File: src/rtl/uart_tx_fifo_cfg.sv
// UART transmitter with a small input FIFO; framing (parity, stop bits, baud divider)
// is latched per frame when a word is popped, so mid-frame input changes have no effect.
module uart_tx_fifo_cfg #(
  parameter int DATA_WIDTH = 8,
  parameter int FIFO_DEPTH = 4,
  parameter int DIV_W      = 16
) (
  input  logic                          clk,
  input  logic                          reset,
  input  logic [DATA_WIDTH-1:0]         in_data,
  input  logic                          in_valid,
  output logic                          in_ready,
  input  logic                          par_en,
  input  logic                          par_type,
  input  logic                          stop2,
  input  logic [DIV_W-1:0]              baud_div,
  output logic                          tx_out,
  output logic                          busy,
  output logic [$clog2(FIFO_DEPTH):0]   fifo_count
);
  localparam int AW = $clog2(FIFO_DEPTH);
  localparam int CW = AW + 1;
  localparam int BW = (DATA_WIDTH > 1) ? $clog2(DATA_WIDTH) : 1;

  typedef enum logic [2:0] {IDLE, START, DATA, PARITY, STOP1, STOP2} state_t;

  typedef struct packed {
    logic             par_en;
    logic             par_bit;
    logic             stop2;
    logic [DIV_W-1:0] div;
  } frame_cfg_t;

  // FIFO
  logic [FIFO_DEPTH-1:0][DATA_WIDTH-1:0] mem;
  logic [AW-1:0] wr_ptr, rd_ptr;
  logic [CW-1:0] count;
  logic          push, pop, fifo_empty;
  logic [DATA_WIDTH-1:0] head;

  assign in_ready   = (count != CW'(FIFO_DEPTH));
  assign push       = in_valid && in_ready;
  assign fifo_empty = (count == '0);
  assign head       = mem[rd_ptr];
  assign fifo_count = count;

  always_ff @(posedge clk) begin
    if (reset) begin
      wr_ptr <= '0;
      rd_ptr <= '0;
      count  <= '0;
    end else begin
      if (push) begin
        mem[wr_ptr] <= in_data;
        wr_ptr      <= wr_ptr + AW'(1);
      end
      if (pop) rd_ptr <= rd_ptr + AW'(1);
      case ({push, pop})
        2'b10:   count <= count + CW'(1);
        2'b01:   count <= count - CW'(1);
        default: count <= count;
      endcase
    end
  end

  // Transmit FSM
  state_t                state, state_nxt;
  frame_cfg_t            cfg, cfg_nxt;
  logic [DATA_WIDTH-1:0] shreg, shreg_nxt;
  logic [DIV_W-1:0]      baud_cnt, baud_nxt;
  logic [BW-1:0]         bit_cnt, bit_nxt;
  logic                  tick, load, tx_nxt;

  assign tick = (baud_cnt == '0);
  assign busy = (state != IDLE);

  always_comb begin
    state_nxt = state;
    cfg_nxt   = cfg;
    shreg_nxt = shreg;
    baud_nxt  = baud_cnt;
    bit_nxt   = bit_cnt;
    load      = 1'b0;
    pop       = 1'b0;
    tx_nxt    = 1'b1;
    if (state == IDLE) begin
      load = !fifo_empty;
    end else if (!tick) begin
      baud_nxt = baud_cnt - DIV_W'(1);
    end else begin
      baud_nxt = cfg.div;
      case (state)
        START: begin
          state_nxt = DATA;
          bit_nxt   = '0;
        end
        DATA: begin
          if (bit_cnt == BW'(DATA_WIDTH - 1)) begin
            state_nxt = cfg.par_en ? PARITY : STOP1;
          end else begin
            bit_nxt   = bit_cnt + BW'(1);
            shreg_nxt = shreg >> 1;
          end
        end
        PARITY: state_nxt = STOP1;
        STOP1: begin
          if (cfg.stop2)        state_nxt = STOP2;
          else if (!fifo_empty) load      = 1'b1;
          else                  state_nxt = IDLE;
        end
        STOP2: begin
          if (!fifo_empty) load      = 1'b1;
          else             state_nxt = IDLE;
        end
        default: state_nxt = IDLE;
      endcase
    end
    // Pop latches the word and the whole frame configuration together
    if (load) begin
      pop             = 1'b1;
      state_nxt       = START;
      shreg_nxt       = head;
      baud_nxt        = baud_div;
      cfg_nxt.par_en  = par_en;
      cfg_nxt.par_bit = (^head) ^ par_type;
      cfg_nxt.stop2   = stop2;
      cfg_nxt.div     = baud_div;
    end
    // Line level is derived from the next state so tx_out changes on the same edge
    case (state_nxt)
      START:   tx_nxt = 1'b0;
      DATA:    tx_nxt = shreg_nxt[0];
      PARITY:  tx_nxt = cfg_nxt.par_bit;
      default: tx_nxt = 1'b1;
    endcase
  end

  always_ff @(posedge clk) begin
    if (reset) begin
      state    <= IDLE;
      cfg      <= '0;
      shreg    <= '0;
      baud_cnt <= '0;
      bit_cnt  <= '0;
      tx_out   <= 1'b1;
    end else begin
      state    <= state_nxt;
      cfg      <= cfg_nxt;
      shreg    <= shreg_nxt;
      baud_cnt <= baud_nxt;
      bit_cnt  <= bit_nxt;
      tx_out   <= tx_nxt;
    end
  end

endmodule
File: config.mk
export PLATFORM = sky130hd
export DESIGN_NAME = uart_tx_fifo_cfg
export DESIGN_NICKNAME = d
export VERILOG_FILES = /design/src/rtl/uart_tx_fifo_cfg.sv
export SDC_FILE = /design/constraint.sdc
export NUM_CORES = 1
export LEC_CHECK = 0
export ABC_AREA = 1
export BUFFER_PORTS_ARGS = -buffer_cell sky130_fd_sc_hd__buf_2
export CAP_MARGIN = 20
export CORE_MARGIN = 5
export CORE_UTILIZATION = 60
export CTS_BUF_LIST = sky130_fd_sc_hd__clkbuf_8
export DETAILED_ROUTE_END_ITERATION = 8
export PLACE_DENSITY = 0.8
export SYNTH_ARGS = -nofsm -noshare
export SYNTH_HDL_FRONTEND = slang
export SYNTH_SLANG_ARGS = --single-unit
File: constraint.sdc
create_clock -name clk -period 3.3 [get_ports clk]
set_clock_uncertainty 0.05 [all_clocks]
set_input_delay 0.165 -clock clk [delete_from_list [all_inputs] [get_ports clk]]
set_output_delay 0.165 -clock clk [all_outputs]
set_load 0.01 [all_outputs]
; ---- Word level (Yosys, flattened, before mapping)
; Cells that the tools add are included.
[word_totals]
regBits = 89
in_bits = 30
output_inout_bits = 6
[op_classes]
addsub = 6
n_lt_le_gt_ge = 3
n_eq_ne = 15
n_mux = 32
bitwise_logic = 3
n_reduce_logical = 15
[op_table]
columns = op, n
row1 = $mux 8, 7
row2 = $mux 16, 3
row3 = $bwmux 32, 1
row4 = $mux 3, 8
row5 = $mux 18, 1
row6 = $bmux 8 s2, 1
row7 = $demux 8 s2, 1
row8 = $logic_not 16->1, 1
row9 = $sub 16x1->16 const B, 1
row10 = $pmux 3 s5, 1
row11 = $eq 3x2->1 const B, 4
row12 = $pmux 3 s2, 2
row13 = $eq 3x3->1 const B, 3
row14 = $reduce_and 4->1, 2
row15 = $reduce_bool 2->1, 4
row16 = $reduce_xor 8->1, 1
row17 = $add 3x1->3 const B, 2
row18 = $eq 3x1->1 const B, 2
row19 = $logic_not 3->1, 2
row20 = $lt 2x3->1 const B, 2
row21 = $ne 2x2->1 const B, 3
row22 = $mux 1, 5
row23 = $add 2x1->2 const B, 2
row24 = $ne 3x3->1 const B, 1
row25 = other kinds (12), 14

; ---- Depth between registers and ports, before layout
[logic_depth]
ltp_word = 9
depth_mapped = 18
ltp_nobuf = 17

; ---- Least setup slack after synthesis
; Ideal clock, no wire load.
[synth_path]
path_type = reg-to-reg
startpoint = register baud_cnt[0]
endpoint = register count[2] (netlist: fifo_count[2])
arrival_ns = 2.360
t_required_ns = 3.128
slack_ns = 0.768
path_stages_with_launch = 19
path_buffers = 1
path_cell_list = dfxtp_1 inv_1 ha_1 nand2_2 nor2_4 inv_2 nor2_2 nand2_4 clkinv_4 nand2_2 nand2_4 buf_4 ha_1 inv_1 fa_1 a21oi_1 o21ai_0 o21ai_0 a21oi_1
[synth_via]
elab_chain_cells = 6
[synth_rtl]
columns = element, line
row1 = start: declaration, 70  ; logic [DIV_W-1:0] baud_cnt, baud_nxt;
row2 = start signal: assignment, 150  ; baud_cnt <= baud_nxt;
row3 = $logic_not 16->1 (*), 74  ; assign tick = (baud_cnt == '0);
row4 = $mux 1 (*), 88  ; end else if (!tick) begin
row5 = $mux 1 (*), 86  ; if (state == IDLE) begin
row6 = via load, 72  ; logic tick, load, tx_nxt;
row7 = $mux 1 (*), 119  ; if (load) begin
row8 = $eq 2x1->1 / $eq 2x2->1 (equally long branches), 58  ; case ({push, pop})
row9 = $pmux 3 s2 / $reduce_bool 2->1 (equally long branches), -
row10 = end signal: assignment, 59  ; 2'b10: count <= count + CW'(1);
row11 = end signal: assignment, 60  ; 2'b01: count <= count - CW'(1);
row12 = end signal: assignment, 61  ; default: count <= count;
row13 = end: declaration, 37  ; logic [CW-1:0] count;
; Mark *: on every way through the listed nets, which the timed path passes. The rest lies on a longest branch.
; A chain may end at the register's enable or synchronous reset.

; ---- Worst setup path after layout
[layout_path]
startpoint = register baud_cnt[0]
endpoint = register count[2] (netlist: fifo_count[2])
[layout_via]
elab_chain_cells = 6
[layout_rtl]
columns = element, line
row1 = $logic_not 16->1 (*), 74
row2 = $mux 1 (*), 88
row3 = $mux 1 (*), 86
row4 = $mux 1 (*), 119
row5 = $eq 2x1->1 / $eq 2x2->1 (equally long branches), 58
row6 = $pmux 3 s2 / $reduce_bool 2->1 (equally long branches), -
; Mark *: on every way between the ends. The rest lies on a longest branch, timed or not.

==> impl_metrics.json <==
{
  "status": "finished clean",
  "synth_cell_type_count": 38,
  "htree_levels": 3,
  "diodes": 0,
  "holdCritStartpoint": "baud_div[13]",
  "synthFlopType": "dfxtp_1",
  "drive_above_1_share_pct": 11.99,
  "rsz0062_at_grt": "false",
  "antenna_found_initial": 0,
  "vias": 3975,
  "r2r_start": "baud_cnt[0]",
  "hold_path_class": "input port to register",
  "cp_data_required_time_ns": 3.51,
  "globalRouteMet2Util_pct": 34.93,
  "grt.total_usage_pct": 20.88,
  "io_buffers": 35,
  "vias_per_cell": 5.364,
  "fillers": 582,
  "use_met3_pct": 5.599,
  "cts-root-buf": "clkbuf_8",
  "crit_start": "baud_cnt[0]",
  "die_x_microns": 97.10,
  "gp_congestion": 0.8583,
  "start_util_pct": 62.09,
  "pre_cts_slack_ns": 0.6572,
  "numCtsBuffers": 9,
  "postCtsSetupBuffers": 0,
  "grt.overflow.total": 0,
  "finalHoldWorstSlack_ns": 0.01614,
  "avgSynthCellArea_sq_um": 7.574,
  "grt_pass1_wl_microns": 16490,
  "wirelength_microns": 9759,
  "hpwl_microns": 6745,
  "yosysSeqAreaShare_pct": 46.18,
  "period_needed_ns": 2.669,
  "cts.clk_slew.worst_paths_ns": 0.09,
  "cap_violations": 0,
  "grt_max_degree": 40,
  "synth_async_sr_flop_share_pct": 0,
  "fin_crit_sh_pct": 80.89,
  "cp.arrival_ns": 2.88,
  "tritoncts": "built",
  "hold_viol": 0,
  "synth_most_common_cell": "nand2_1",
  "synth_edf_count": 32,
  "area_growth_pct": 9.703,
  "setup_viol": 0,
  "path_class": "register to register",
  "path_max_fanout": 20,
  "tns_ns": 0,
  "wl_per_cell_microns": 13.17,
  "synth_commonest_cells": "nand2_1 (190), dfxtp_1 (57), nor2_1 (48)",
  "die_area_sq_mm": 0.009428,
  "cts.sinks": 89,
  "drt_first_pass_iters": 4,
  "worst_setup_path_end_kind": "register",
  "netlist_area_sq_mm": 0.004552,
  "power_density_mw_per_mm2": 875.8,
  "synth_top_cell_area_share_pct": 25.07,
  "drtIter0Drc": 187,
  "syn_inst": 601,
  "grt_pass1_vias": 3642,
  "setup_slack_ns": 0.6306,
  "gr-usage-met1_pct": 26.59,
  "synth_seq_cells": 89,
  "synthesis.nets": 640,
  "drc": 0,
  "fin_nets": 676,
  "top_usage_layer": "met2",
  "worst_slew_pin_slew_ns": 0.7513,
  "cp-start-kind": "register",
  "slew_headroom_pct": 49.73,
  "power.leakage_nw": 2.187,
  "rows": 31,
  "ios": 36,
  "coreArea_sq_mm": 0.007331,
  "antenna_left": 0,
  "clockBufferDepth": 2,
  "ys_top_cells_by_area": "dfxtp_1 (25%), edfxtp_1 (21%), nand2_1 (16%), a21oi_1 (5.2%), nand3_1 (5.2%)",
  "yosysWarnings": 0,
  "die-height_microns": 97.10,
  "maxSlewViolCount": 0,
  "yosys.area.top_type": "dfxtp_1",
  "insertion_delay_ns": 0.36,
  "peakVddDrop_mv": 0.4762,
  "clock.fmax_ghz": 0.3746
}
## per-layer routing
metal / wire (microns) / vias up
li1: - / 2050
met5: 0 / -
met3: 528 / 9
met2: 4813 / 110
met1: 4320 / 1806
met4: 97 / 0
## area by class of cell
class                   instances  area [sq um]  share of cell area (%)
clock inverters                 7         48.80                  0.9772
repair buffers                 48         295.3                   5.913
flip-flops and latches         89          2102                   42.09
multi-input cells             437          2097                   41.99
well taps                      99         123.9                   2.481
inverters                      52         202.7                   4.059
clock buffers                   9         123.9                   2.481
## placed cells by master, fill, tap and decap left out, types with 2 or more instances in the layout
master         netlist  final
buf_4                5      4
inv_2                5      5
xor2_1               3      3
inv_1               44     45
o21ai_1             11     11
a21oi_1             47     47
o211ai_1             9      9
o21ai_0             33     33
nand2_4              2      2
nand3_1             47     47
buf_2                6     35
nand2_2              3      3
nor2_2               5      5
nor3_1               6      6
dlygate4sd3_1        0      9
a31oi_1              6      6
clkinvlp_4           0      3
dfxtp_1             57     57
nand2_1            190    190
clkinv_4             1      3
ha_1                 8      8
nor2_1              48     48
edfxtp_1            32     32
or2_1                2      2
xnor2_1              6      6
clkbuf_8             0      9
## repair_timing
item | CTS | global route
hold buffers | 9 | 0
hold endpoints to repair | 33 | 0
resized for setup | 0 | 0
## stage by stage
stage | util [%] | area (sq um) | total power (W) | std cells
2_1_floorplan | - | 4552 | 0.003350 | 601
3_3_place_gp | 64.53 | 4731 | 0.003634 | 716
3_5_place_dp | 64.53 | 4731 | 0.003710 | 716
4_1_cts | 68.12 | 4994 | 0.004385 | 741
5_1_grt | 68.12 | 4994 | 0.004782 | 741
6_report | 68.12 | 4994 | 0.004374 | 741
## power by group
| group | switching, W | total, W | internal, W |
|---|---|---|---|
| registers | 0.000213 | 0.00162 | 0.00141 |
| clock network | 0.000391 | 0.000663 | 0.000271 |
| logic | 0.00136 | 0.00209 | 0.000725 |
| total | 0.00197 | 0.00437 | 0.00241 |
## flip-flops by register name, indices dropped and copies added, names as in the netlist
name / cells
baud_cnt: 16
bit_cnt: 3
cfg: 19
fifo_count: 3
mem: 32
rd_ptr: 2
shreg: 8
state: 3
tx_out: 1
wr_ptr: 2
## cells by family after synthesis
kind of cell	Yosys count	share of synthesized area (%)
compound gates	111	13.33
buf+inv	75	7.752
simple gates	308	28.37
xor+xnor	9	1.732
fa+ha+maj	9	2.639
flops	89	46.18
## path summary, 6_finish.rpt
kind,to,slack (ns),depth (start not counted)
worst min-delay path,cfg[13],0.02,3
worst max-delay path,fifo_count[2],0.63,17
worst max register to register,fifo_count[2],0.63,17
worst min register to register,cfg[7],0.42,2
## worst max-delay path, stage by stage, from the launching register on
cell and delay (ns):
dfxtp_1 0.33, inv_1 0.09, ha_1 0.20, nand2_2 0.08, nor2_4 0.10, inv_2 0.05
nor2_2 0.15, nand2_4 0.13, clkinv_4 0.15, nand2_2 0.08, nand2_4 0.07, ha_1 0.13
inv_1 0.07, fa_1 0.40, a21oi_1 0.15, o21ai_0 0.11, o21ai_0 0.16, a21oi_1 0.05
Power figures use the tool's default switching activity.
